[config.mk]
export PLATFORM = sky130hd
export DESIGN_NAME = mips_cpu_hilo_div_ctrl
export DESIGN_NICKNAME = d
export VERILOG_FILES = /design/src/rtl/mips_cpu_hilo_div_ctrl.sv
export SDC_FILE = /design/constraint.sdc
export NUM_CORES = 1
export LEC_CHECK = 0
export ABC_AREA = 1
export ABC_CLOCK_PERIOD_IN_PS = 6080
export BUFFER_PORTS_ARGS = -buffer_cell sky130_fd_sc_hd__buf_4
export CELL_PAD_IN_SITES_DETAIL_PLACEMENT = 1
export CELL_PAD_IN_SITES_GLOBAL_PLACEMENT = 1
export CORE_MARGIN = 3
export CORE_UTILIZATION = 38
export DETAILED_ROUTE_END_ITERATION = 8
export PLACE_DENSITY = 0.82
export SETUP_SLACK_MARGIN = 0.05
export SLEW_MARGIN = 5
export SYNTH_ARGS = -nofsm -noshare
export SYNTH_HDL_FRONTEND = slang
export SYNTH_SLANG_ARGS = --single-unit
[constraint.sdc]
create_clock -name clk -period 6.08 [get_ports clk]
set_clock_uncertainty 0.05 [all_clocks]
set_input_delay 0.608 -clock clk [delete_from_list [all_inputs] [get_ports clk]]
set_output_delay 0.608 -clock clk [all_outputs]
set_load 0.05 [all_outputs]
[src/rtl/mips_cpu_hilo_div_ctrl.sv]
// HI/LO owner and sequencer for an external 32-cycle unsigned divider.
// Handles DIV/DIVU sign fix-up, MTHI/MTLO writes, MFHI/MFLO stall,
// abort and a WAIT timeout.
// Optional build macro: HILO_DBZ_PRESERVE_EN. When it is defined, a divide
// by zero leaves hi/lo untouched. When it is not defined, a divide by zero
// writes lo=all-ones and hi=the raw dividend.
module mips_cpu_hilo_div_ctrl #(
  parameter int TIMEOUT = 40
) (
  input  logic        clk,
  input  logic        reset,
  input  logic        op_valid,
  input  logic [1:0]  op_code,
  input  logic [31:0] rs_data,
  input  logic [31:0] rt_data,
  output logic        op_ready,
  input  logic        abort,
  input  logic        mf_req,
  output logic        stall,
  output logic        busy,
  output logic [31:0] hi,
  output logic [31:0] lo,
  output logic        dbz,
  output logic        timeout_err,
  output logic        div_start,
  output logic [31:0] div_dividend,
  output logic [31:0] div_divisor,
  input  logic [31:0] div_quotient,
  input  logic [31:0] div_remainder,
  input  logic        div_done
);
  localparam int CW = $clog2(TIMEOUT + 1);

  typedef enum logic [1:0] {S_IDLE, S_START, S_WAIT, S_FIX} state_t;

  state_t        state_q, state_d;
  logic          qneg_q, qneg_d, rneg_q, rneg_d, zdiv_q, zdiv_d;
  logic [CW-1:0] cnt_q, cnt_d;
  logic [31:0]   hi_q, hi_d, lo_q, lo_d, dvd_q, dvd_d, dvs_q, dvs_d;
  logic          start_q, start_d, dbz_q, dbz_d, tmo_q, tmo_d;
`ifndef HILO_DBZ_PRESERVE_EN
  logic [31:0]   raw_q, raw_d;
`endif

  logic is_div, accept;
  assign is_div = (op_code == 2'd1);
  assign accept = op_valid && (state_q == S_IDLE);

  assign op_ready     = (state_q == S_IDLE);
  assign busy         = (state_q != S_IDLE);
  assign stall        = mf_req && busy;
  assign hi           = hi_q;
  assign lo           = lo_q;
  assign dbz          = dbz_q;
  assign timeout_err  = tmo_q;
  assign div_start    = start_q;
  assign div_dividend = dvd_q;
  assign div_divisor  = dvs_q;

  // Next-state, operand latching and HI/LO write selection.
  always_comb begin
    state_d = state_q;
    qneg_d  = qneg_q;
    rneg_d  = rneg_q;
    zdiv_d  = zdiv_q;
    cnt_d   = cnt_q;
    hi_d    = hi_q;
    lo_d    = lo_q;
    dvd_d   = dvd_q;
    dvs_d   = dvs_q;
    start_d = 1'b0;
    dbz_d   = 1'b0;
    tmo_d   = 1'b0;
`ifndef HILO_DBZ_PRESERVE_EN
    raw_d   = raw_q;
`endif
    case (state_q)
      S_IDLE: if (accept) begin
        case (op_code)
          2'd2: hi_d = rs_data;
          2'd3: lo_d = rs_data;
          default: begin
            qneg_d = is_div & (rs_data[31] ^ rt_data[31]);
            rneg_d = is_div & rs_data[31];
            dvd_d  = (is_div & rs_data[31]) ? -rs_data : rs_data;
            dvs_d  = (is_div & rt_data[31]) ? -rt_data : rt_data;
            // The divider's own zero-divisor result is not trusted, so skip it.
            zdiv_d = (rt_data == 32'd0);
`ifndef HILO_DBZ_PRESERVE_EN
            raw_d  = rs_data;
`endif
            if (rt_data == 32'd0) state_d = S_FIX;
            else begin
              state_d = S_START;
              start_d = 1'b1;
            end
          end
        endcase
      end
      S_START: begin
        cnt_d   = '0;
        state_d = abort ? S_IDLE : S_WAIT;
      end
      S_WAIT: begin
        if (abort) state_d = S_IDLE;
        else if (div_done) state_d = S_FIX;
        else if (cnt_q == CW'(TIMEOUT - 1)) begin
          tmo_d   = 1'b1;
          state_d = S_IDLE;
        end else cnt_d = cnt_q + 1'b1;
      end
      S_FIX: begin
        state_d = S_IDLE;
        if (zdiv_q) begin
          dbz_d = 1'b1;
`ifndef HILO_DBZ_PRESERVE_EN
          lo_d  = 32'hFFFF_FFFF;
          hi_d  = raw_q;
`endif
        end else begin
          lo_d = qneg_q ? -div_quotient  : div_quotient;
          hi_d = rneg_q ? -div_remainder : div_remainder;
        end
      end
      default: state_d = S_IDLE;
    endcase
  end

  // State and output registers.
  always_ff @(posedge clk or posedge reset) begin
    if (reset) begin
      state_q <= S_IDLE;
      qneg_q  <= 1'b0;
      rneg_q  <= 1'b0;
      zdiv_q  <= 1'b0;
      cnt_q   <= '0;
      hi_q    <= '0;
      lo_q    <= '0;
      dvd_q   <= '0;
      dvs_q   <= '0;
      start_q <= 1'b0;
      dbz_q   <= 1'b0;
      tmo_q   <= 1'b0;
`ifndef HILO_DBZ_PRESERVE_EN
      raw_q   <= '0;
`endif
    end else begin
      state_q <= state_d;
      qneg_q  <= qneg_d;
      rneg_q  <= rneg_d;
      zdiv_q  <= zdiv_d;
      cnt_q   <= cnt_d;
      hi_q    <= hi_d;
      lo_q    <= lo_d;
      dvd_q   <= dvd_d;
      dvs_q   <= dvs_d;
      start_q <= start_d;
      dbz_q   <= dbz_d;
      tmo_q   <= tmo_d;
`ifndef HILO_DBZ_PRESERVE_EN
      raw_q   <= raw_d;
`endif
    end
  end
endmodule

# [Word-level counts from Yosys, hierarchy flattened]
# Index checks and enable logic that the tools add are counted.
[word_totals] register_bits=174 wordCells=85 out_inout_bits=134 in_bits=136
[classes] reduce_logical=13 add_sub_neg=5 eq_ne=15 n_mux=34 bitwise_logic=5
[ops] operator="$mux 32" count=10
[ops] operator="$neg 32->32" count=4
[ops] operator="$pmux 32 s2" count=2
[ops] operator="$logic_not 32->1" count=1
[ops] operator="$mux 6" count=3
[ops] operator="$mux 2" count=7
[ops] operator="$pmux 6 s2" count=1
[ops] operator="$reduce_and 3->1" count=4
[ops] operator="$mux 1" count=10
[ops] operator="$eq 2x2->1 const B" count=4
[ops] operator="$ne 2x2->1 const B" count=4
[ops] operator="$pmux 2 s4" count=1
[ops] operator="$add 6x1->6 const B" count=1
[ops] operator="$eq 6x6->1 const B" count=1
[ops] operator="$ne 2x1->1 const B" count=3
[ops] operator="$reduce_bool 2->1" count=3
[ops] operator="$eq 2x1->1 const B" count=2
[ops] operator="$ne 4x4->1 const B" count=1
[ops] operator="$reduce_and 4->1" count=1
[ops] operator="$and 1x1->1" count=3
[ops] operator="$logic_and 1x1->1" count=2
[ops] operator="$logic_not 2->1" count=1
[ops] operator="$reduce_or 2->1" count=1
[ops] operator="$not 1->1" count=1
[ops] operator="$xor 1x1->1" count=1

# [Depth between registers and ports, before layout]
[depth] ltp_word=5 depth_mapped=12 depth_no_buf=12

# [Worst setup path before layout]
# No wires, ideal clock.
[synth_path] path_type="reg-to-output" start="register state_q[1]" end="output stall" path_slack_ps=3624 stages_incl_launch_ff=5 arrival_time_ps=1798 cell_sequence="dfrtp_1 > inv_2 > nand2_2 > inv_1 > nor2_1"
[synth_between] elab_chain_cells=2
[synth_lines] element="start, declared" line="36" source="state_t state_q, state_d;"
[synth_lines] element="start signal, assigned" line="148" source="state_q <= state_d;"
[synth_lines] element="$reduce_bool 2->1" line="50" source="assign busy = (state_q != S_IDLE);"
[synth_lines] element="via busy" line="20" source="output logic busy,"
[synth_lines] element="$logic_and 1x1->1" line="51" source="assign stall = mf_req && busy;"
[synth_lines] element="end, declared" line="19" source="output logic stall,"
# The timed path passes the listed nets, and every way through them passes these cells.

# [Worst setup path after layout]
[layout_path] start="register state_q[1]" end="register hi_q[1], in the netlist hi[1]"
[layout_between] elab_chain_cells=4 elab_cells_between_ends=8
[layout_lines] element="$logic_not 2->1" line="47, 77"
[layout_lines] element="$logic_and 1x1->1" line="47" source="assign accept = op_valid && (state_q == S_IDLE);"
[layout_lines] element="$ne 2x1->1 (no line)"
[layout_lines] element="$reduce_and 3->1 (no line)"
[layout_lines] element="end signal, assigned" line="153" source="hi_q <= hi_d;"
[layout_lines] element="end, declared" line="39" source="logic [31:0] hi_q, hi_d, lo_q, lo_d, dvd_q, dvd_d, dvs_q, dvs_d;"
# Several ways; a longest one is shown, not always the timed one.
# A chain may end at the register's enable or synchronous reset.

==> metrics.md <==
| Metric | Value |
|---|---|
| Part of the Yosys area used for sequential elements | `39.4%` |
| Worst VDD drop | `0.000343 V` |
| Netlist cell types | `43` |
| Max Slew Vio Count | `0` |
| Final setup violation count | `0` |
| Clk sink count | `173` |
| Routed WL | `45,100 um` |
| Synthesis Warnings | `0` |
| Share of cells above drive strength 1 | `18.4%` |
| 1st-pass router iterations | `5` |
| Cts hold-fix bufs | `0` |
| Setup Buffers After CTS | `0` |
| Hold Crit Class | `input port to async pin` |
| Critical path destination | `hi[1]$_DFFE_PP0P_` |
| Synthesis-to-finish area growth | `25.8%` |
| Clk Latency, worst-skew pair | `440 ps` |
| Dpl hpwl | `34,600 um` |
| Reg-to-Reg End | `hi[1]$_DFFE_PP0P_` |
| Clock-pin slew on the worst setup and hold paths | `80 ps` |
| Max-Cap Viols | `0` |
| Sw Pwr | `0.00397 W` |
| Mapped Area | `11,000 sq um` |
| GRT overflow | `0` |
| Die X | `176 um` |
| Yosys reg bits | `173` |
| IO Count | `270` |
| First-pass GRT wire length | `70,100 um` |
| PwrDens | `532 nW/um^2` |
| Predominant post-synthesis flop cell | `dfrtp_1` |
| Worst-path fanout max | `64` |
| Mean Syn Cell Area | `6.66 sq um` |
| TritonCTS buffer count | `17` |
| Core outline area | `28,200 sq um` |
| Starting Density | `39.0%` |
| Vias in the first global route | `12,695` |
| Outcome | `completed` |
| Final Critical Period | `2990 ps` |
| Die Ht | `176 um` |
| Clk pwr share | `15.1%` |
| Antenna cells | `0` |
| R2r startpoint | `state_q[1]$_DFFE_PP0P_` |
| Initial antenna violation count | `0` |
| EDFF count, synth | `0` |
| Final hold violation count | `0` |
| WP data arrival | `3220 ps` |
| Clock root buffer | `clkbuf_16` |
| # DRC | `0` |
| Slew headroom | `20.3%` |
| Internal power | `0.00338 W` |
| Antenna viol nets, final | `0` |
| Final WS setup | `3090 ps` |
| Via density | `5.44` |
| Syn Inst Count | `1,651` |
| GRT Total Usage | `28.6%` |
| R2r setup slk | `3090 ps` |
| Lkg Pwr | `6.73 nW` |
| Placed cells | `2,242` |
| Critical Path End Type | `register` |
| Pre-CTS setup slack | `3160 ps` |
| Sw Ratio | `54.0%` |
| Crit path launch type | `register` |
| Via count | `12,370` |
| Share of power burned in registers | `29.1%` |
| Worst r2r path cells | `8` |
| FFs w/ async S/R, synth | `100%` |
| Total Neg Setup Slack | `0 ps` |
| Site Rows | `61` |
| Crit share post-route | `49.1%` |
| Clk buf depth | `2` |
| Worst-margin pin slew | `1190 ps` |
| Fillers | `3,724` |
| GPL Wtd Cong | `0.875` |
| PortBufs | `269` |
| Synth area leaders | `dfrtp_1, nand2_1, nor2_1` |
| Max H-tree Level | `4` |
| Post-CTS Resized | `0` |
| Final Hold Slack | `126 ps` |
| Number of DRC markers in iteration 0 | `787` |
| Final std cells w/o fill | `2,274` |
| Final nets | `2,024` |
| DIE AREA | `31,000 sq um` |
| Drt wl/cell | `19.8 um` |
| CP startpoint | `state_q[1]$_DFFE_PP0P_` |
| Critical path data required time | `6320 ps` |
| Synth Net Count | `1,792` |
| Power share of the combinational group | `55.8%` |
| Synth top area share | `39.4%` |
| CTS tree | `yes` |
| RSZ-0062 raised after global routing | `no` |
| Post-synth top area cell | `dfrtp_1` |
| Fmax | `335 MHz` |
| Largest net degree at the start of global routing | `107` |
| Critical path type | `register to register` |
cell usage in the layout, fill, tap and decap left out, types with 27 or more instances in the layout:
cell	instances
nand4_1	27
xor2_1	34
dfrtp_1	173
o21ai_0	92
buf_4	276
nor2_1	341
nand3_1	160
inv_1	137
a21oi_1	92
nand2_1	415
worst min-delay path by stage:
stage / cells past startpoint / endpoint / slack (ps) / startpoint
final: 2 / cnt_q[4]$_DFFE_PP0P_ / 130 / reset
after global routing: 2 / cnt_q[5]$_DFFE_PP0P_ / 160 / reset
after CTS: 2 / cnt_q[5]$_DFFE_PP0P_ / 140 / reset
after detailed placement: 2 / div_divisor[24]$_DFFE_PP0P_ / 420 / div_divisor[24]$_DFFE_PP0P_
after global placement: 2 / div_divisor[22]$_DFFE_PP0P_ / 420 / div_divisor[22]$_DFFE_PP0P_
after floorplan: 2 / raw_q[21]$_DFFE_PP0P_ / 400 / raw_q[21]$_DFFE_PP0P_
flip-flops by register name (all words and copies together), names as in the netlist:
| register | count |
|---|---|
| div_divisor | 32 |
| lo | 32 |
| raw_q | 31 |
| timeout_err | 1 |
| div_dividend | 32 |
| hi | 32 |
| dbz | 1 |
| zdiv_q | 1 |
| state_q | 2 |
| qneg_q | 1 |
| rneg_q | 1 |
| cnt_q | 6 |
| div_start | 1 |
critical path: stages (launching register included):
cell and delay, ps:
dfrtp_1 440, nand2_2 80, buf_4 370, inv_2 560, a31oi_2 320, buf_4 380, inv_2 360, nor2_1 180
a31oi_1 70
power groups by stage:
stage / Sequential (W) / Clock (W) / Combinational [W]
finish: 0.00214 / 0.00111 / 0.00410
global route: 0.00218 / 0.00117 / 0.00437
CTS: 0.00213 / 0.00112 / 0.00411
detailed placement: 0.00213 / 0 / 0.00409
global placement: 0.00213 / 0 / 0.00399
floorplan: 0.00341 / 0 / 0.00136
per-stage QoR:
step | area, sq um | power (W) | utilization (%)
final | 13800 | 0.00735 | 49.1
after CTS | 13800 | 0.00736 | 49.1
after detailed placement | 13200 | 0.00622 | 47.0
after global placement | 13200 | 0.00612 | 47.0
after global routing | 13800 | 0.00773 | 49.1
after floorplan | 11000 | 0.00478 | -
per-layer routing:
metal  track usage (%)  wire length [um]  vias to the layer above
met1              40.4             20400                     6130
met2              45.4             20600                      416
met3              4.99              2960                       57
met5                 0                 0                        -
li1                  -                 -                     5767
met4              7.69              1060                        0
cell type report:
type / instances / area (sq um) / share of cell area [%]
repair buffers: 276 / 2070 / 15.0
clock buffers: 18 / 439 / 3.18
flip-flops and latches: 173 / 4330 / 31.3
multi-input cells: 1263 / 5790 / 41.9
inverters: 152 / 578 / 4.18
well taps: 378 / 473 / 3.42
clock inverters: 14 / 145 / 1.05
synth_stat cells (5+ instances only):
| cell | n |
|---|---|
| a21oi_1 | 92 |
| a31oi_1 | 8 |
| buf_1 | 6 |
| buf_2 | 33 |
| clkbuf_1 | 19 |
| dfrtp_1 | 173 |
| ha_1 | 5 |
| inv_1 | 138 |
| inv_2 | 12 |
| nand2_1 | 415 |
| nand2_2 | 7 |
| nand3_1 | 160 |
| nand4_1 | 27 |
| nor2_1 | 341 |
| nor2_2 | 7 |
| nor2_4 | 5 |
| nor3_1 | 16 |
| o211ai_1 | 17 |
| o21ai_0 | 92 |
| xor2_1 | 34 |
kinds of logic after synthesis:
group / count (synthesis) / synth area share [%]
compound gates: 230 / 11.5
flops: 173 / 39.4
fa+ha+maj: 5 / 0.569
xor+xnor: 37 / 2.95
simple gates: 991 / 37.6
buf+inv: 215 / 7.98
Note: power is estimated with default switching activity, not from simulation.
